**config.mk**
```make
export PLATFORM = sky130hd
export DESIGN_NAME = simon_datapath_digit
export DESIGN_NICKNAME = d
export VERILOG_FILES = /design/src/rtl/simon_pkg.sv /design/src/rtl/simon_round_f.sv /design/src/rtl/simon_datapath_digit.sv
export SDC_FILE = /design/constraint.sdc
export NUM_CORES = 1
export LEC_CHECK = 0
export BUFFER_PORTS_ARGS = -buffer_cell sky130_fd_sc_hd__buf_2
export CAP_MARGIN = 0
export CORE_MARGIN = 4
export CORE_UTILIZATION = 65
export DETAILED_ROUTE_END_ITERATION = 7
export PLACE_DENSITY_LB_ADDON = 0.08
export SYNTH_ARGS = -nofsm -noshare
export SYNTH_HDL_FRONTEND = slang
export SYNTH_SLANG_ARGS = --single-unit
```
**constraint.sdc**
```tcl
create_clock -name clk -period 4.97 [get_ports clk]
set_clock_uncertainty 0.2 [all_clocks]
set_input_delay 0.497 -clock clk [delete_from_list [all_inputs] [get_ports clk]]
set_output_delay 0.497 -clock clk [all_outputs]
set_load 0.02 [all_outputs]
```
**src/rtl/simon_pkg.sv**
```systemverilog
// Shared types and helpers for the digit-serial Simon datapath and its key schedule.
package simon_pkg;

  typedef enum logic [1:0] {StIdle, StLoad, StRound, StUnload} state_e;

  localparam int unsigned MaxN = 64;

  function automatic bit legal_n(input int unsigned n);
    return (n == 16) || (n == 24) || (n == 32) || (n == 48) || (n == 64);
  endfunction

  // Rotate left within the low n bits of a MaxN-wide container.
  function automatic logic [MaxN-1:0] rol(input logic [MaxN-1:0] v, input int unsigned n,
                                          input int unsigned amt);
    logic [MaxN-1:0] mask;
    logic [MaxN-1:0] vm;
    mask = (n >= MaxN) ? '1 : ((64'd1 << n) - 64'd1);
    vm   = v & mask;
    return ((vm << amt) | (vm >> (n - amt))) & mask;
  endfunction

  function automatic logic [MaxN-1:0] simon_f(input logic [MaxN-1:0] v, input int unsigned n);
    return (rol(v, n, 1) & rol(v, n, 8)) ^ rol(v, n, 2);
  endfunction

endpackage

```
**src/rtl/simon_round_f.sv**
```systemverilog
// Combinational Simon round function f(v) = (rol1 & rol8) ^ rol2 on an N-bit word.
module simon_round_f #(
  parameter int unsigned N = 16
) (
  input  logic [N-1:0] v,
  output logic [N-1:0] f
);

  logic [N-1:0] rol1, rol2, rol8;

  assign rol1 = {v[N-2:0], v[N-1]};
  assign rol2 = {v[N-3:0], v[N-1:N-2]};
  assign rol8 = {v[N-9:0], v[N-1:N-8]};
  assign f    = (rol1 & rol8) ^ rol2;

endmodule

```
**src/rtl/simon_datapath_digit.sv**
```systemverilog
// Digit-serial Simon datapath: loads a block D bits per cycle, runs ROUNDS rounds with one
// key digit per cycle, then streams the result out with a valid/ready handshake.
module simon_datapath_digit
  import simon_pkg::*;
#(
  parameter int unsigned N      = 16,
  parameter int unsigned D      = 4,
  parameter int unsigned ROUNDS = 32
) (
  input  logic         clk,
  input  logic         reset,
  input  logic         start,
  input  logic         mode,
  input  logic         data_valid,
  input  logic [D-1:0] data_in,
  output logic         data_ready,
  input  logic [D-1:0] key_in,
  output logic         key_rdy,
  output logic [D-1:0] cipher_out,
  output logic         out_valid,
  input  logic         out_ready,
  output logic         busy,
  output logic [6:0]   round_cnt
);

  localparam int unsigned Digits = N / D;
  localparam int unsigned DigW   = $clog2(2 * Digits);
  localparam logic [DigW-1:0] DigitsW     = DigW'(Digits);
  localparam logic [DigW-1:0] LastDig     = DigW'(2 * Digits - 1);
  localparam logic [DigW-1:0] LastWordDig = DigW'(Digits - 1);

  if ((N % D) != 0 || ROUNDS < 1 || ROUNDS > 127 || !legal_n(N)) begin : g_param_check
    $error("simon_datapath_digit: illegal parameters N=%0d D=%0d ROUNDS=%0d", N, D, ROUNDS);
  end

  state_e          state_q, state_d;
  logic            mode_q, mode_d;
  logic [N-1:0]    x_q, x_d, y_q, y_d, s_q, s_d;
  logic [DigW-1:0] dig_q, dig_d, word_dig;
  logic [6:0]      rcnt_q, rcnt_d;
  logic [N-1:0]    f_in, f_out, t;

  // Digit position within the current word (dig spans both x and y during LOAD/UNLOAD).
  assign word_dig = (dig_q >= DigitsW) ? dig_q - DigitsW : dig_q;

  // Encrypt mixes into y using f(x); decrypt mixes into x using f(y).
  assign f_in = mode_q ? y_q : x_q;
  assign t    = (mode_q ? x_q : y_q) ^ f_out;

  simon_round_f #(.N(N)) u_round_f (
    .v (f_in),
    .f (f_out)
  );

  always_comb begin
    state_d = state_q;
    mode_d  = mode_q;
    x_d     = x_q;
    y_d     = y_q;
    s_d     = s_q;
    dig_d   = dig_q;
    rcnt_d  = rcnt_q;
    unique case (state_q)
      StIdle: begin
        if (start) begin
          mode_d  = mode;
          dig_d   = '0;
          rcnt_d  = '0;
          state_d = StLoad;
        end
      end
      StLoad: begin
        if (data_valid) begin
          if (dig_q < DigitsW) x_d[word_dig*D +: D] = data_in;
          else                 y_d[word_dig*D +: D] = data_in;
          if (dig_q == LastDig) begin
            dig_d   = '0;
            state_d = StRound;
          end else begin
            dig_d = dig_q + DigW'(1);
          end
        end
      end
      StRound: begin
        s_d[dig_q*D +: D] = t[dig_q*D +: D] ^ key_in;
        if (dig_q == LastWordDig) begin
          // Commit uses s_d so the digit produced this cycle is included.
          dig_d = '0;
          if (mode_q) begin
            x_d = y_q;
            y_d = s_d;
          end else begin
            x_d = s_d;
            y_d = x_q;
          end
          rcnt_d = rcnt_q + 7'd1;
          if (rcnt_d == 7'(ROUNDS)) state_d = StUnload;
        end else begin
          dig_d = dig_q + DigW'(1);
        end
      end
      StUnload: begin
        if (out_ready) begin
          if (dig_q == LastDig) begin
            dig_d   = '0;
            state_d = StIdle;
          end else begin
            dig_d = dig_q + DigW'(1);
          end
        end
      end
      default: state_d = StIdle;
    endcase
  end

  always_ff @(posedge clk) begin
    if (reset) begin
      state_q <= StIdle;
      mode_q  <= 1'b0;
      x_q     <= '0;
      y_q     <= '0;
      s_q     <= '0;
      dig_q   <= '0;
      rcnt_q  <= '0;
    end else begin
      state_q <= state_d;
      mode_q  <= mode_d;
      x_q     <= x_d;
      y_q     <= y_d;
      s_q     <= s_d;
      dig_q   <= dig_d;
      rcnt_q  <= rcnt_d;
    end
  end

  always_comb begin
    cipher_out = '0;
    if (state_q == StUnload) begin
      cipher_out = (dig_q < DigitsW) ? x_q[word_dig*D +: D] : y_q[word_dig*D +: D];
    end
  end

  assign busy       = (state_q != StIdle);
  assign data_ready = (state_q == StLoad);
  assign key_rdy    = (state_q == StRound);
  assign out_valid  = (state_q == StUnload);
  assign round_cnt  = rcnt_q;

endmodule

```
==> Word level (Yosys, flattened, before mapping) <==
Cells that the tools add are included.
{ "op_classes": {"n_addsub": 5, "multipliers": 0, "div_mod_pow": 0, "magnitude_cmp": 2, "eq_ne": 15, "shift": 7, "muxes": 35, "bitwise_logic": 4, "n_reduce_logical": 10} }
{ "ops": {"columns": ["operator", "n"], "rows": [
  ["$mux 16", 10],
  ["$neg 5->34", 2],
  ["$shift 4x34->16 const A", 2],
  ["$shiftx 4x34->16", 2],
  ["$pmux 16 s2", 2],
  ["$bwmux 16", 3],
  ["$shiftx 16x6->4", 3],
  ["$xor 16x16->16", 2],
  ["$mux 3", 6],
  ["$and 16x16->16", 1],
  ["$mux 2", 7],
  ["$mux 7", 2],
  ["$pmux 7 s2", 1],
  ["$ne 2x1->1 const B", 6],
  ["$pmux 3 s4", 1],
  ["$mux 4", 2],
  ["$pmux 2 s4", 1],
  ["$reduce_and 4->1", 2],
  ["$add 7x1->7 const B", 1],
  ["$eq 7x6->1 const B", 1],
  ["$reduce_and 7->1", 1],
  ["$ne 2x2->1 const B", 3],
  ["$reduce_and 3->1", 2],
  ["$reduce_bool 2->1", 3],
  ["11 further kinds", 12]
]} }
{ "totals": {"register_bits": 61, "latchBits": 0, "ram_bits": 0, "romBits": 0, "inputBits": 14, "wordCells": 85, "mem_count": 0} }

==> Depth between registers and ports, before layout <==
Gate-level depths: netlist of run 1.
{ "depth": {"word_depth": 11, "depth_mapped": 12, "mapped_depth_nobuf": 12} }

==> Modules after synthesis <==
A second synthesis of run 1 with hierarchy kept.
{ "unflattened": {"hier_cells": 657, "area_unflattened_um2": 5186.2} }
{ "modules_own_cells": {"columns": ["module", "instances", "cells_each", "area_per_inst_um2", "seq_area_each_um2"], "rows": [
  ["simon_datapath_digit", 1, 625, 4986.0, 1221.2],
  ["simon_round_f", 1, 32, 200.2, 0.0]
]} }

==> Worst setup path before layout of run 1 <==
OpenSTA, ideal clock, no wires.
{ "synth_timing": {"kind": "register -> register", "startpoint": "register dig_q[1]", "endpoint": "register x_q[10]", "t_arrival_ns": 2.795, "path_slack_ns": 1.883, "stages_incl_launch_ff": 12, "cell_sequence": "dfxtp_1 clkinv_1 ha_1 ha_1 nand2_1 ha_1 and2_1 nand3_1 a211oi_1 a221o_1 nor3_1 nor4_1"} }
{ "synth_between": {"elab_chain_cells": 8} }
{ "synth_rtl": {"columns": ["item", "line_no", "source"], "rows": [
  ["start: declaration", "simon_datapath_digit.sv:39", "logic [DigW-1:0] dig_q, dig_d, word_dig;"],
  ["start signal: assignment", "simon_datapath_digit.sv:131", "dig_q <= dig_d;"],
  ["$sub 3x3->3 or $ge 3x3->1 (tied branches)", "simon_datapath_digit.sv:44", "assign word_dig = (dig_q >= DigitsW) ? dig_q - DigitsW : dig_q;"],
  ["$mux 3", "simon_datapath_digit.sv:44", null],
  ["$neg 5->34", "simon_datapath_digit.sv:74", "if (dig_q < DigitsW) x_d[word_dig*D +: D] = data_in;"],
  ["$shiftx 4x34->16 or $shift 4x34->16 (tied branches)", "simon_datapath_digit.sv:74", null],
  ["$bwmux 16", "simon_datapath_digit.sv:74", null],
  ["$mux 16", "simon_datapath_digit.sv:74", null],
  ["$mux 16", "simon_datapath_digit.sv:73", "if (data_valid) begin"],
  ["$pmux 16 s2", "simon_datapath_digit.sv:63", "unique case (state_q)"],
  ["end signal: assignment", "simon_datapath_digit.sv:120", "x_q <= '0;"],
  ["end signal: assignment", "simon_datapath_digit.sv:128", "x_q <= x_d;"],
  ["end: declaration", "simon_datapath_digit.sv:38", "logic [N-1:0] x_q, x_d, y_q, y_d, s_q, s_d;"]
]} }
Several ways; a longest one is shown, not always the timed one. The select of a mux whose other input is x is not followed.
A chain may end at the register's enable or synchronous reset.

==> Final worst setup path of run 1 <==
Same ends and word-level chain as after synthesis.

==> flow_metrics.tcl, run 1 <==
set metrics [dict create \
    outcome "finished, final reports clean" \
    power_frac_seq_pct 30.2 \
    synth_most_common_cell "nand2_1" \
    synth_ff_type "dfxtp_1" \
    switchingPower_uw 1190 \
    crit_path_max_fanout 17 \
    routed_wirelength_um 16700 \
    internal_power_uw 1260 \
    die_area_mm2 0.00953 \
    dp_slack_ns 0.916 \
    relSlewSlack_pct 29.1 \
    synth-warning-count 0 \
    grt_util_all_layers_pct 35.3 \
    worst_pin_slew_ns 1.05 \
    hold_viol 0 \
    die_w_um 97.6 \
    clk_latency_ns 0.35 \
    worst_path_max_delay_cell "a211oi_1" \
    path_common_cell "ha_1" \
    crit_chain "clkinv_1 > ha_1 > ha_1 > nand2_1 > ha_1 > and2_1 > nand3_1 > a211oi_1 > a221o_1 > nor3_1 > nor4_1" \
    worstPathArrival_ns 4.16 \
    initial_core_util_pct 67.2 \
    synth-edff-count 0 \
    powerDensity_mw_per_mm2 454 \
    worstPathRequired_ns 5.01 \
    drive_gt1_share_pct 11.0 \
    setup_viol_count_final 0 \
    rows 32 \
    wl_per_cell_um 21.6 \
    ant_nets 0 \
    htree_levels 3 \
    synth.area.top_cells "dfxtp_1 23%, xnor2_1 8.1%, nand2_1 7.4%" \
    grt_antenna_before_repair 0 \
    timing.reg2reg.setup_slack_ns 0.84 \
    cts_tree "done" \
    portBuffers 28 \
    ios 29 \
    slew_viol_final 0 \
    cts_made_buffers 9 \
    fin_crit_sh_pct 83.0 \
    finalSetupTns_ns 0 \
    rsz0062_at_grt "no" \
    p_leak_uw 0.00186 \
    cts-root-buf "clkbuf_8" \
    postSynthCellCount 685 \
    grt.overflow.total 0 \
    hold_path_class "in2reg" \
    hpwl_um 12200 \
    worst-setup-path-type "reg2reg" \
    clkTransAtPathRegs_ns 0.07 \
    postCtsResizedCells 0 \
    p_comb_share_pct 53.3 \
    vdd_drop_max_uv 292 \
    whs_ns 0.210 \
    avgSynthCellArea_um2 7.62 \
    max_stage_delay_ns 0.83 \
    yosysUniqueCellTypes 67 \
    antenna_cells 0 \
    post_cts_buffers 0 \
    crit_buf_inv 1 \
    cp-end-kind "flip-flop" \
    netSwitchingFraction_pct 48.6 \
    yosys-top-cells-count "103 x nand2_1, 83 x nor2_1, 61 x dfxtp_1" \
    grt_pass1_wl_um 27100 \
    syn-cell-area_mm2 0.00522 \
    critPathLaunchType "flip-flop" \
    setup_slack_ns 0.844 \
    fmax_ghz 0.242 \
    grt_max_degree 41 \
    grt_pass1_vias 5146 \
    clockBufferDepth 2 \
    cts_hold_buf 0 \
    avgViaCountPerCell 6.99 \
    cap_violations 0 \
    synth_largest_area_cell "dfxtp_1" \
    dr.pass1.iters 6 \
    layout-area-overhead-vs-synth_pct 3.64 \
    synth_nets 716 \
    yosysSeqAreaShare_pct 23.4 \
    n_fill_cell 674 \
    fin_util_pct 69.7 \
    ys_seq_elements 61 \
    p_clk_share_pct 16.4 \
    path_delay_family "compound AO/OA/AOI/OAI gates" \
    route.detailed.drc 0 \
    gp_congestion 0.986 \
    drt_iter0_drc 726 \
    die_h_um 97.6 \
    period_minus_slack_ns 4.13 \
    netlist.area_leader.share_pct 23.4 \
    cts_sinks 61 \
    core_mm2 0.00777 \
    nNetsFinal 700 \
    num_vias 5418 \
    async_flop_share_pct 0 \
]
[worst register-to-register path, stage by stage, from the launching register on]
cell,delay (ns)
dfxtp_1,0.69
clkinv_1,0.40
ha_1,0.33
ha_1,0.23
nand2_1,0.13
ha_1,0.27
and2_1,0.21
nand3_1,0.09
a211oi_1,0.83
a221o_1,0.30
nor3_1,0.06
nor4_1,0.28
[worst paths after layout]
check	startpoint	end	cells past startpoint
worst max-delay path	dig_q[1]	x_q[10]	11
worst min-delay path	mode	mode_q	3
worst max register to register	dig_q[1]	x_q[10]	11
worst min register to register	round_cnt[1]	round_cnt[1]	2
[kinds of logic after synthesis]
family,share of synthesized area (%)
fa+ha+maj,4.07
flops,23.4
simple gates,23.5
compound gates,24.7
xor+xnor,11.5
mux,5.63
buf+inv,7.26
[metrics by stage]
| step | cells | power, µW | cell area (µm²) |
|---|---|---|---|
| 2_1_floorplan | 685 | 1700 | 5220 |
| 3_3_place_gp | 760 | 1990 | 5250 |
| 3_5_place_dp | 760 | 2010 | 5250 |
| 4_1_cts | 775 | 2410 | 5410 |
| 5_1_grt | 775 | 2590 | 5410 |
| 6_report | 775 | 2450 | 5410 |
[layout by cell type, fill, tap and decap left out, drive strengths merged, types with 3 or more instances in the layout]
cell,instances
nor2b,5
a221oi,9
a2bb2oi,3
o211ai,4
and2,8
o221ai,3
o41ai,10
xnor2,51
a32o,4
nand3,21
or2,3
ha,17
nor4,7
a21oi,21
inv,23
xor2,15
dfxtp,61
o21ai,26
a311o,21
clkbuf,11
o22ai,5
nor3,25
nand2,103
a221o,8
or3,4
a211oi,20
a22oi,11
o21bai,3
mux2i,11
buf,34
and3,3
clkinv,3
nand2b,6
mux4,8
nor2,84
nand3b,3
[final cells by class]
cell class	instances	area, µm²	share of cell area (%)
multi-input combinational	539	3620	66.9
inverter	24	90.1	1.66
sequential	61	1220	22.6
clock buffer	11	141	2.61
timing repair buffer	34	185	3.42
clock inverter	4	25.0	0.462
tap	102	128	2.36
[per-layer routing]
layer / GRT usage (%) / vias up / routed length, µm / part of all wire (%)
met4: 21.9 / 0 / 1140 / 6.8
li1: - / 2416 / - / -
met2: 53.3 / 394 / 7190 / 43
met1: 46.1 / 2502 / 6410 / 38
met3: 6.82 / 106 / 1970 / 12
met5: 0 / - / 0 / 0
[state kept, by name, summed over array words and instances, names as in the netlist]
signal,flops
s_q,16
x_q,16
y_q,16
round_cnt,7
dig_q,3
state_q,2
mode_q,1
[power by group through the flow]
stage               clock, µW  combinational [µW]  sequential (µW)
finish                    403                1310              742
global route              426                1420              745
CTS                       402                1280              729
detailed placement          0                1270              741
global placement            0                1250              739
floorplan                   0                1100              603
Power figures use the tool's default switching activity.
==> run 2: changes to the inputs <==
Settings changed: CORE_UTILIZATION 65 to 57.
Clock period 4.97 ns to 3.7 ns, I/O delays scaled along.
==> run 2 against run 1 <==
  * Global-route usage fell by 3.1 points
  * Combinational power rose by 35%
  * Hold slack got worse by 0.11 ns
  * Clock power rose by 65%
  * Critical path type unchanged
  * Largest power group unchanged
==> flow_metrics.tcl, run 2 (synthesis gave the netlist of run 1 again) <==
set metrics [dict create \
    worst_pin_slew_ns 0.824 \
    cp-startpoint "mode_q" \
    num_vias 5282 \
    outcome "finished, final reports clean" \
    cts_made_buffers 9 \
    clk_latency_ns 0.34 \
    period_minus_slack_ns 3.35 \
    hpwl_um 12800 \
    reg2reg_from "mode_q" \
    layout-area-overhead-vs-synth_pct 5.70 \
    post_cts_buffers 0 \
    crit_chain "nand2b_1 > o22ai_1 > a221oi_1 > a2bb2oi_2 > xnor2_1 > o21ai_0" \
    routed_wirelength_um 17500 \
    vdd_drop_max_uv 462 \
    hold_viol 0 \
    clkTransAtPathRegs_ns 0.07 \
    slew_viol_final 0 \
    p_leak_uw 0.00192 \
    cp-end-kind "flip-flop" \
    critPathLaunchType "flip-flop" \
    dr.pass1.iters 4 \
    grt_pass1_vias 5025 \
    r2r-end "x_q[2]" \
    die_h_um 104 \
    dp_cells 773 \
    nNetsFinal 707 \
    ant_nets 0 \
    worst-setup-path-type "reg2reg" \
    dp_slack_ns 0.429 \
    final-instance-count-excl-fill 788 \
    htree_levels 3 \
    clockBufferDepth 2 \
    layout_commonest_cell "nand2_1" \
    relSlewSlack_pct 45.0 \
    worst_path_max_delay_cell "dfxtp_1" \
    postCtsResizedCells 0 \
    grt.overflow.total 0 \
    drt_iter0_drc 366 \
    avgViaCountPerCell 6.70 \
    hold_path_class "in2reg" \
    crit_end "x_q[2]" \
    timing.reg2reg.setup_slack_ns 0.35 \
    powerDensity_mw_per_mm2 627 \
    final_cell_mix "103 x nand2_1, 83 x nor2_1, 61 x dfxtp_1" \
    rows 34 \
    crit_path_max_fanout 23 \
    rsz0062_at_grt "no" \
    setup_slack_ns 0.352 \
    grt_pass1_wl_um 27600 \
    die_area_mm2 0.0108 \
    grt_max_degree 42 \
    top_regs "s_q x16, x_q x16, y_q x16" \
    cts_tree "done" \
    core_mm2 0.00881 \
    fin_crit_sh_pct 90.5 \
    portBuffers 28 \
    initial_core_util_pct 59.3 \
    worstPathArrival_ns 3.34 \
    fmax_ghz 0.299 \
    setup_viol_count_final 0 \
    grt_util_all_layers_pct 32.2 \
    finalSetupTns_ns 0 \
    worstPathRequired_ns 3.70 \
    grt_antenna_before_repair 0 \
    route.detailed.drc 0 \
    ios 29 \
    cts_sinks 61 \
    gp_congestion 1.01 \
    cap_violations 0 \
    drive_gt1_share_pct 11.9 \
    r2r_cells 6 \
    die_w_um 104 \
    path_delay_family "compound AO/OA/AOI/OAI gates" \
    cts_hold_buf 0 \
    cp.depth 6 \
    crit_buf_inv 0 \
    wl_per_cell_um 22.2 \
    max_stage_delay_ns 0.86 \
    antenna_cells 0 \
    cts-root-buf "clkbuf_8" \
]
[run 2: changes by cell type in the layout (fill, tap and decap cells not counted), sizes merged]
cell      change
buf           +7
bufinv        +2
clkinv        -1
clkinvlp      -1
[run 2: layout make-up]
cell class / count / area, µm²
repair buffers: 41 / 238
well taps: 108 / 135
multi-input cells: 539 / 3620
flip-flops and latches: 61 / 1220
fillers: 820 / 3290
clock buffers: 11 / 141
inverters: 24 / 90.1
clock inverters: 4 / 72.6
[run 2: report_power, final]
part	leakage [µW]	internal, µW	total (µW)	switching (µW)
logic	0.00132	701	1770	1070
clock network	0.000105	393	666	273
registers	0.000494	759	1020	261
[run 2: worst min path at each step]
| stage | from | end | depth (start not counted) |
|---|---|---|---|
| 2_1_floorplan | s_q[10] | s_q[10] | 2 |
| 3_3_place_gp | round_cnt[1] | round_cnt[1] | 2 |
| 3_5_place_dp | round_cnt[1] | round_cnt[1] | 2 |
| 4_1_cts | mode | mode_q | 3 |
| 5_1_grt | mode | mode_q | 3 |
| 6_report | mode | mode_q | 3 |
[run 2: tightest hold or removal path, delay by kind of cell]
kind | cells | cell delay, ns
AO/OA/AOI/OAI | 1 | 0.06
buffers and inverters | 1 | 0.10
AND/OR/NAND/NOR | 1 | 0.07
[run 2: routing by layer]
layer | share of wire [%] | vias up | GRT usage, %
met1 | 42 | 2509 | 43.5
met2 | 44 | 284 | 49.5
met4 | 4.1 | 0 | 14.2
met5 | 0 | - | 0
li1 | - | 2432 | -
met3 | 9.6 | 57 | 6.97
[run 2: per-stage QoR]
| stage | power, µW | hold slack (ns) | area, µm² | utilization (%) |
|---|---|---|---|---|
| 6_report | 3460 | 0.104 | 5520 | 62.7 |
| 5_1_grt | 3650 | 0.115 | 5520 | 62.7 |
| 4_1_cts | 3430 | 0.0929 | 5520 | 62.7 |
| 3_5_place_dp | 2760 | 0.292 | 5310 | 60.2 |
| 3_3_place_gp | 2750 | 0.275 | 5310 | 60.2 |
| 2_1_floorplan | 2280 | 0.278 | 5220 | - |
==> run 3: changes to the inputs <==
==> constraint.sdc (replaced) <==
create_clock -name clk -period 3.7 [get_ports clk]
set_clock_uncertainty 0.2 [all_clocks]
set_input_delay 0 -clock clk [delete_from_list [all_inputs] [get_ports clk]]
set_output_delay 0 -clock clk [all_outputs]
set_load 0.02 [all_outputs]
==> run 3 against run 2 <==
  * Total power increased by 0.27%
  * Design area increased by 2.5%
  * First-iteration DRC count increased by 35%
  * Via count increased by 3.9%
  * Sequential power about the same
  * Fmax decreased by 3.6%
  * Clock power decreased by 10%
  * Die area unchanged
  * Core utilization increased by 1.6 points
  * Setup slack got worse by 0.13 ns
  * Combinational power increased by 5%
==> flow_metrics.tcl, run 3 (synthesis gave the netlist of run 1 again) <==
set metrics [dict create \
    outcome "finished, final reports clean" \
    layout_commonest_cell "nand2_1" \
    path_delay_family "adder cells" \
    met2_usage_pct 50.9 \
    setup_slack_ns 0.226 \
    worstPathArrival_ns 3.56 \
    slew_viol_final 0 \
    worst_hold_path.num_cells 6 \
    clkTransAtPathRegs_ns 0.08 \
    hpwl_um 12900 \
    crit_chain "inv_1 > ha_2 > ha_1 > nand2_1 > ha_1 > a2111oi_4 > o21a_2 > o21bai_1 > or3_1 > nand3_1 > dlygate4sd3_1" \
    cts-root-buf "clkbuf_8" \
    cts_made_buffers 9 \
    htree_levels 3 \
    routed_wirelength_um 18000 \
    nNetsFinal 722 \
    p_leak_uw 0.00199 \
    drive_gt1_share_pct 12.1 \
    grt_pass1_vias 5156 \
    dp_slack_ns 0.415 \
    worst-setup-path-type "reg2reg" \
    critPathLaunchType "flip-flop" \
    hold_viol 0 \
    portBuffers 28 \
    wl_per_cell_um 22.3 \
    final-instance-count-excl-fill 804 \
    die_h_um 104 \
    worstPathRequired_ns 3.79 \
    multi_input_area_mm2 0.00363 \
    num_vias 5487 \
    cts_sinks 61 \
    worst_path_max_delay_cell "dlygate4sd3_1" \
    vdd_drop_max_uv 415 \
    grt-busiest-layer "met2" \
    min-delay-start "out_ready" \
    reg2reg_from "dig_q[0]" \
    period_minus_slack_ns 3.47 \
    fin_crit_sh_pct 93.9 \
    initial_core_util_pct 59.3 \
    p_total_uw 3470 \
    max_stage_delay_ns 0.53 \
    rows 34 \
    post_cts_buffers 0 \
    gp_congestion 0.998 \
    clk_latency_ns 0.34 \
    fmax_ghz 0.288 \
    cts_tree "done" \
    r2r_cells 11 \
    fin_util_pct 64.3 \
    dr.pass1.iters 5 \
    final_cell_mix "103 x nand2_1, 83 x nor2_1, 60 x dfxtp_1" \
    grt_antenna_before_repair 0 \
    powerDensity_mw_per_mm2 613 \
    hold-path-endpoint "state_q[0]" \
    ios 29 \
    ant_nets 0 \
    cp-end-kind "flip-flop" \
    grt_pass1_wl_um 28000 \
    clockBufferDepth 2 \
    die_area_mm2 0.0108 \
    route.detailed.drc 0 \
    n_fill_cell 834 \
    grt.overflow.total 0 \
    regArea_mm2 0.00122 \
    path_common_cell "ha_1" \
    grt_util_all_layers_pct 32.9 \
    crit_path_max_fanout 8 \
    worst_pin_slew_ns 0.851 \
    r2r-end "y_q[3]" \
    finalSetupTns_ns 0 \
    core_mm2 0.00881 \
    hold_path_class "in2reg" \
    avgViaCountPerCell 6.82 \
    groute.layer.met3.usage_pct 8.58 \
    drt_iter0_drc 493 \
    setup_viol_count_final 0 \
    rsz0062_at_grt "no" \
    antenna_cells 0 \
    relSlewSlack_pct 43.2 \
    grt_max_degree 36 \
    crit_buf_inv 2 \
    top_regs "s_q x16, x_q x16, y_q x16" \
    dp_cells 773 \
    timing.reg2reg.setup_slack_ns 0.23 \
    grt_use_met1_pct 43.0 \
    cap_violations 0 \
    die_w_um 104 \
    layout-area-overhead-vs-synth_pct 8.39 \
]
==> run 3: cell count changes in the layout (fill, tap and decap cells not counted) <==
cell           delta
dfxtp_1           -1
ha_1              -1
dfxtp_2           +1
clkinv_2          +1
nor4b_2           -1
clkinv_4          +1
bufinv_16         -1
dlygate4sd3_1    +15
clkbuf_8          -1
ha_2              +1
nor4b_4           +1
clkinvlp_4        +1
==> run 3: per-layer routing <==
layer | vias up | wire length, µm | share of wire, %
met1 | 2602 | 7070 | 39
met2 | 343 | 7930 | 44
li1 | 2457 | - | -
met4 | 0 | 899 | 5.0
met3 | 85 | 2060 | 11
met5 | - | 0 | 0
==> run 3: area by class of cell <==
cell class | instances | area share [%]
Clock buffer | 10 | 2.26
Tap cell | 108 | 2.39
Timing Repair Buffer | 56 | 6.85
Multi-Input combinational cell | 539 | 64.2
Inverter | 24 | 1.59
Sequential cell | 61 | 21.6
Clock inverter | 6 | 1.13
==> run 3: timing repair <==
action | CTS | global route
hold buffers | 15 | 0
endpoints found under the setup margin | 0 | 4
resized for setup | 0 | 3
hold endpoints to repair | 26 | 0
==> run 3: worst reg2reg max path, delay by kind of cell (launching register included) <==
kind	cells	cell delay [ns]
adders and majority gates	3	0.90
and+or+nand+nor	3	0.57
buffers and inverters	2	0.76
AOI/OAI and AO/OA	3	0.68
DFF	1	0.31
==> run 3: power by group <==
part / internal [µW] / switching (µW) / leakage [µW]
Clock: 310 / 287 / 0.0000923
Combinational: 746 / 1110 / 0.00140
Sequential: 759 / 260 / 0.000494
==> run 3: how the worst max path moves through the flow <==
| stage | endpoint | start | slack, ns | cells past startpoint |
|---|---|---|---|---|
| floorplan | x_q[10] | dig_q[1] | 0.61 | 11 |
| global placement | x_q[2] | mode_q | 0.40 | 6 |
| detailed placement | x_q[2] | mode_q | 0.42 | 6 |
| CTS | y_q[3] | dig_q[1] | 0.21 | 9 |
| global route | y_q[3] | dig_q[1] | 0.04 | 11 |
| finish | y_q[3] | dig_q[0] | 0.23 | 11 |
==> run 3: stage by stage <==
stage,cell area (µm²),hold slack [ns]
3_3_place_gp,5310,0.0851
5_1_grt,5660,0.100
2_1_floorplan,5220,-0.0525
6_report,5660,0.0239
3_5_place_dp,5310,0.0844
4_1_cts,5650,0.00617
